$ cat config.mk
export PLATFORM = sky130hd
export DESIGN_NAME = adc_sample_sequencer
export DESIGN_NICKNAME = d
export VERILOG_FILES = /design/src/rtl/adc_sample_sequencer.sv
export SDC_FILE = /design/constraint.sdc
export NUM_CORES = 1
export LEC_CHECK = 0
export CAP_MARGIN = 0
export CELL_PAD_IN_SITES_DETAIL_PLACEMENT = 1
export CELL_PAD_IN_SITES_GLOBAL_PLACEMENT = 1
export CORE_MARGIN = 10
export CORE_UTILIZATION = 33
export DETAILED_ROUTE_END_ITERATION = 12
export PLACE_DENSITY_LB_ADDON = 0.1
export RECOVER_POWER = 50
export SLEW_MARGIN = 20
export SYNTH_ARGS = -nofsm -noshare
export SYNTH_HDL_FRONTEND = slang
export SYNTH_SLANG_ARGS = --single-unit
$ cat constraint.sdc
create_clock -name sysclk -period 1.7 [get_ports sysclk]
set_input_delay 0.34 -clock sysclk [delete_from_list [all_inputs] [get_ports sysclk]]
set_output_delay 0.34 -clock sysclk [all_outputs]
set_load 0.02 [all_outputs]
$ cat src/rtl/adc_sample_sequencer.sv
// Sequences channel-0 then channel-1 conversions on one shared spi2adc per sampling tick.
// Optional averaged output enabled by defining SEQ_MIX_EN.
module adc_sample_sequencer #(
  parameter int unsigned DW      = 10,
  parameter int unsigned TIMEOUT = 2000,
  parameter int unsigned CW      = 12
) (
  input  logic          sysclk,
  input  logic          reset,
  input  logic          tick,
  input  logic          clr_err,
  output logic          adc_start,
  output logic          adc_channel,
  input  logic [DW-1:0] adc_data,
  input  logic          adc_valid,
  output logic [DW-1:0] ch0_sample,
  output logic [DW-1:0] ch1_sample,
  output logic [DW-1:0] mix_out,
  output logic          samples_valid,
  output logic          busy,
  output logic          overrun,
  output logic          timeout_err
);

  localparam logic [CW-1:0] TO_LAST = CW'(TIMEOUT - 1);

  typedef enum logic [2:0] {
    IDLE   = 3'd0,
    START0 = 3'd1,
    WAIT0  = 3'd2,
    START1 = 3'd3,
    WAIT1  = 3'd4,
    DONE   = 3'd5
  } state_t;

  state_t        state, state_next;
  logic [CW-1:0] cnt;
  logic [DW-1:0] hold0, hold1;
  logic          load0_c, load1_c, timeout_c, overrun_c;

  always_ff @(posedge sysclk) begin
    if (reset) state <= IDLE;
    else       state <= state_next;
  end

  // Next state plus the one-cycle events that feed the registered outputs.
  always_comb begin
    state_next = state;
    load0_c    = 1'b0;
    load1_c    = 1'b0;
    timeout_c  = 1'b0;
    overrun_c  = tick && (state != IDLE);
    case (state)
      IDLE:   if (tick) state_next = START0;
      START0: state_next = WAIT0;
      WAIT0: begin
        if (adc_valid) begin
          load0_c    = 1'b1;
          state_next = START1;
        end else if (cnt == TO_LAST) begin
          timeout_c  = 1'b1;
          state_next = IDLE;
        end
      end
      START1: state_next = WAIT1;
      WAIT1: begin
        if (adc_valid) begin
          load1_c    = 1'b1;
          state_next = DONE;
        end else if (cnt == TO_LAST) begin
          timeout_c  = 1'b1;
          state_next = IDLE;
        end
      end
      DONE:    state_next = IDLE;
      default: state_next = IDLE;
    endcase
  end

  always_ff @(posedge sysclk) begin
    if (reset) begin
      adc_start     <= 1'b0;
      adc_channel   <= 1'b0;
      cnt           <= '0;
      hold0         <= '0;
      hold1         <= '0;
      ch0_sample    <= '0;
      ch1_sample    <= '0;
      samples_valid <= 1'b0;
      busy          <= 1'b0;
      overrun       <= 1'b0;
      timeout_err   <= 1'b0;
    end else begin
      adc_start <= (state == START0) || (state == START1);
      if (state == START0)      adc_channel <= 1'b0;
      else if (state == START1) adc_channel <= 1'b1;

      if ((state == START0) || (state == START1))   cnt <= '0;
      else if ((state == WAIT0) || (state == WAIT1)) cnt <= cnt + CW'(1);

      if (load0_c) hold0 <= adc_data;
      if (load1_c) hold1 <= adc_data;

      // Both channels publish together so the consumer never sees a mixed pair.
      samples_valid <= (state == DONE);
      if (state == DONE) begin
        ch0_sample <= hold0;
        ch1_sample <= hold1;
      end

      busy        <= (state_next != IDLE);
      overrun     <= overrun_c | (overrun & ~clr_err);
      timeout_err <= timeout_c | (timeout_err & ~clr_err);
    end
  end

`ifdef SEQ_MIX_EN
  logic [DW:0] mix_sum_c;
  assign mix_sum_c = {1'b0, hold0} + {1'b0, hold1};

  always_ff @(posedge sysclk) begin
    if (reset)              mix_out <= '0;
    else if (state == DONE) mix_out <= mix_sum_c[DW:1];
  end
`else
  assign mix_out = '0;
`endif

endmodule

Word-level counts from Yosys, hierarchy flattened --
Index checks and enable logic that the tools add are counted.
Cells by class: add/subtract/negate cells 1, equal/unequal tests 6, muxes and demuxes 11, bitwise operators 5, reductions and logical operators 9
Operators with widths (number):
- 3-bit one-hot mux with 5 select lines | 1
- 12-bit by 1-bit adder with 12-bit output (second input constant) | 1
- 12-bit by 11-bit equality test with 1-bit output (second input constant) | 1
- 3-bit 2-to-1 mux | 4
- 3-bit by 2-bit equality test with 1-bit output (second input constant) | 2
- 3-bit equality test (second input constant) | 2
- 1-bit 2-to-1 mux | 6
- 3-bit nonzero test | 2
- 2-bit OR reduction | 3
- 3-bit by 1-bit equality test with 1-bit output (second input constant) | 1
- 3-bit zero test | 1
- 1-bit AND | 2
- 1-bit logical OR | 2
- 1-bit bitwise OR | 2
- 1-bit logical AND | 1
- 1-bit NOT | 1
Storage, ports and cells: register bits 61, input bits 15, word-level logic and storage cells 44

Logic depth before layout (Yosys ltp) --
Gate-level depths: netlist of run 1.
depth in word-level cells 5, gate-level depth with buffers 6, mapped depth without buffers 5

Worst setup path before layout of run 1 --
No wires, ideal clock.
path kind register to register, start register cnt[4], end register timeout_err, arrival time 1.519 ns, data required time 1.604 ns, slack 0.085 ns, stages on the path, launching flop included 4, path buffers 0, cells stage by stage dfxtp_1 -> or4_1 -> or4_4 -> o41ai_2
On the way: longest elaborated chain between the ends 5
Ends and longest elaborated chain:
- start: declaration | line 37 | logic [CW-1:0] cnt;
- start signal: assignment | line 99 | else if ((state == WAIT0) || (state == WAIT1)) cnt <= cnt + CW'(1);
- 12-bit by 11-bit equality test with 1-bit output | line 60, 70
- 1-bit 2-to-1 mux | line 60, 70
- 1-bit 2-to-1 mux | line 67 | if (adc_valid) begin
- 1-bit 2-to-1 mux
- 1-bit bitwise OR | line 113 | timeout_err <= timeout_c | (timeout_err & ~clr_err);
- end signal: assignment | line 113
- end: declaration | line 22 | output logic timeout_err
Every way passes these cells. A chain may end at the register's enable or synchronous reset.

Worst setup path in the final report of run 1 --
start register ch1_sample[0], end output ch1_sample[0]
RTL lines:
- start: declaration | line 17 | output logic [DW-1:0] ch1_sample,
- start signal: assignment | line 108 | ch1_sample <= hold1;
No word-level cell between the ends.

==> results of run 1 <==
## cell families (layout without fill, tap and decap cells)
logic type	Yosys count	in the layout	share of synthesized area
flip-flops	61	61	0.506
AO/OA/AOI/OAI	54	54	0.121
multiplexers	1	1	0.00415
XOR/XNOR	11	11	0.0399
AND/OR/NAND/NOR	135	135	0.257
buffers and inverters	30	87	0.0658
adder cells (fa/ha/maj)	1	1	0.00518
other	1	10	0.00155
## Yosys cell counts (2+ instances only)
library cell / n
a21oi_1: 45
o21ai_0: 4
or4_1: 3
dfxtp_1: 61
nor4b_1: 2
nor4_1: 2
nor2_1: 18
clkbuf_1: 12
nand2b_1: 5
nand2_1: 86
nand3_1: 4
xnor2_1: 10
nor3_1: 3
o31ai_1: 2
or3_1: 2
nor3_2: 2
inv_1: 4
buf_4: 12
nand4_1: 2
## stage by stage
step | hold WS [ns] | setup slack (ns) | area [µm²]
after CTS | 0.456 | 0.0206 | 3250
after global placement | 0.440 | -0.250 | 3060
after detailed placement | 0.446 | -0.310 | 3060
final | 0.452 | 0.0698 | 3210
after floorplan | 0.432 | 0.0850 | 2450
after global routing | 0.469 | 0.00385 | 3210
## state kept, by name, indices dropped and copies added, names as in the netlist
signal and flops:
timeout_err 1, cnt 12, adc_start 1, hold1 10
ch0_sample 10, busy 1, hold0 10, samples_valid 1
state 3, overrun 1, ch1_sample 10, adc_channel 1
## routing by layer
metal  up-vias  share of wire
li1       1070              -
met5         -              0
met1       982           0.46
met3         9          0.053
met2        35           0.48
met4         0          0.012
## worst min-delay path, delay by kind of cell, from the launching register on
kind	cells	cell delay, ns
DFF	1	0.31
and+or+nand+nor	1	0.05
AOI/OAI and AO/OA	1	0.05
## power breakdown
group	leakage, nW	internal, mW	switching [mW]
sequential	0.493	1.46	0.0141
clock	0.0943	0.711	0.586
combinational	0.566	0.106	0.158
## repair_timing
| action | 4_1_cts | 5_1_grt |
|---|---|---|
| endpoints found under the setup margin | 1 | 4 |
| setup buffers | 0 | 0 |
| gates resized for setup | 1 | 3 |
| pin swaps | 0 | 1 |
## how the worst max path moves through the flow
stage / slack, ns / end / depth (start not counted)
3_3_place_gp: -0.25 / timeout_err / 4
5_1_grt: 0.004 / ch0_sample[4] / 1
3_5_place_dp: -0.31 / timeout_err / 4
2_1_floorplan: 0.09 / timeout_err / 3
4_1_cts: 0.02 / adc_channel / 1
6_report: 0.07 / ch1_sample[0] / 1
## layout make-up
class / instances / area share
Clock buffer: 10 / 0.0428
Inverter: 4 / 0.00467
Sequential cell: 61 / 0.380
Tap cell: 99 / 0.0386
Clock inverter: 6 / 0.0195
Timing Repair Buffer: 67 / 0.182
Multi-Input combinational cell: 212 / 0.332
==> flow_summary.yaml, run 1 <==
floorplan:
  io_pins: 51
  num_rows: 31
  core_area_um2: 7180
  die_y_um: 106
  die_width_um: 106
  initial_utilization: 0.336
  dieArea_um2: 11100
cts:
  clk_latency_ns: 0.34
  cts_buffer_depth: 2
  htreeDepth: 3
  cts_tree: "yes"
  clock_sinks: 61
  holdBufCountCts: 0
  numCtsBuffers: 9
  clkTransAtPathRegs_ns: 0.07
  cts-root-buf: "clkbuf_8"
logic_synthesis:
  synthArstFlopShare: 0
  synth_top_area_frac: 0.506
  ys_seq_area_frac: 0.506
  syn_area_um2: 2410
  avgSynthCellArea_um2: 8.21
  ys.flop_type: "dfxtp_1"
  synth_cell_types: 34
  yosysWarnings: 0
  synth_top_area_cell: "dfxtp_1"
  synthTopCellsByArea: "dfxtp_1 51%, nand2_1 13%, a21oi_1 9.3%"
  synth_edf_count: 0
  synth_cells: 294
  ys_seq_elements: 61
critical_path:
  r2r_cells: 4
  r2r_end: "cnt[11]"
  path_cells: "clkdlybuf4s50_1"
  slowest_stage: "clkdlybuf4s50_1"
  cp.arrival_ns: 1.29
  path_buf_inv: 1
  setup.worst_path.start: "ch1_sample[0]"
  crit_family: "buffers and inverters"
  cpPeakStageDelay_ns: 0.61
  end_kind: "output pin"
  critical_path_peak_fanout: 2
  crit_required_ns: 1.36
  r2r-start: "cnt[2]"
  crit_type: "reg -> out"
  worstSetupStartpointType: "flop"
  r2r_slack_ns: 0.10
global_route:
  gr-max-usage-layer: "met2"
  grt_usage: 0.120
  grt_overflow: 0
  grtUsageMet2: 0.192
  grt_util_met1: 0.142
  antenna_found_initial: 0
  grt_pass1_vias: 2191
  grt_first_pass_wirelength_mm: 11.0
  grt_max_degree: 26
  grtUsageMet3: 0.0469
detailed_routing:
  vias: 2096
  firstDrtPassIters: 4
  wl_per_cell_um: 13.9
  drcViolationCount: 0
  via_per_inst: 4.57
  routed_wl_mm: 6.39
  drt_iter0_markers: 58
  detail-route-antenna-nets: 0
min_path:
  holdPathEnd: "ch1_sample[5]"
  holdPathStages: 2
  hp-start: "ch1_sample[5]"
  hold_path.class: "reg -> reg"
timing:
  slew_headroom: 0.658
  fin_skew_ns: 0.00747
  drv_slew: 0
  fin_crit_sh: 0.959
  finalHoldViolCount: 0
  tns_ns: 0
  fmax_mhz: 613
  setup_viol: 0
  rsz0062_at_grt: "false"
  tightest_slew_ns: 0.513
  fin_crit_ns: 1.63
pwr:
  cellPowerDensity_nw_per_um2: 943
  irDropWorstVdd_uv: 342
  post-layout-total-power_mw: 3.03
  leakagePower_nw: 1.15
layout:
  regArea_um2: 1220
  final_cell_mix: "86 x nand2_1, 61 x dfxtp_1, 45 x a21oi_1, 35 x clkdlybuf4s50_1, 22 x buf_4"
  fin_util: 0.448
  fillers: 876
  multi_input_area_um2: 1070
  nNetsFinal: 371
  layout_commonest_cell: "nand2_1"
  syn_to_final_growth_pct: 33.1
  layoutNonFillerInstCount: 459
  antenna_cells: 0
  drive_gt1_frac: 0.142
placement:
  dp.cells: 443
  routabilityCongestion: 0.791
  dp_hpwl_mm: 4.71
  io_buffers: 40
flow_run:
  maxCapViolCount: 0
status:
  status: "finished, final reports clean"
Note: power is estimated with default switching activity, not from simulation.
==> inputs of run 2 (changes only) <==
--- a/config.mk
+++ b/config.mk
@@ -10,6 +10,7 @@
 export CELL_PAD_IN_SITES_GLOBAL_PLACEMENT = 1
 export CORE_MARGIN = 10
 export CORE_UTILIZATION = 33
+export CTS_CLUSTER_SIZE = 10
 export DETAILED_ROUTE_END_ITERATION = 12
 export PLACE_DENSITY_LB_ADDON = 0.1
 export RECOVER_POWER = 50
==> results of run 2 <==
Same layout as run 1: the final DEF is identical, and so are final timing and power.
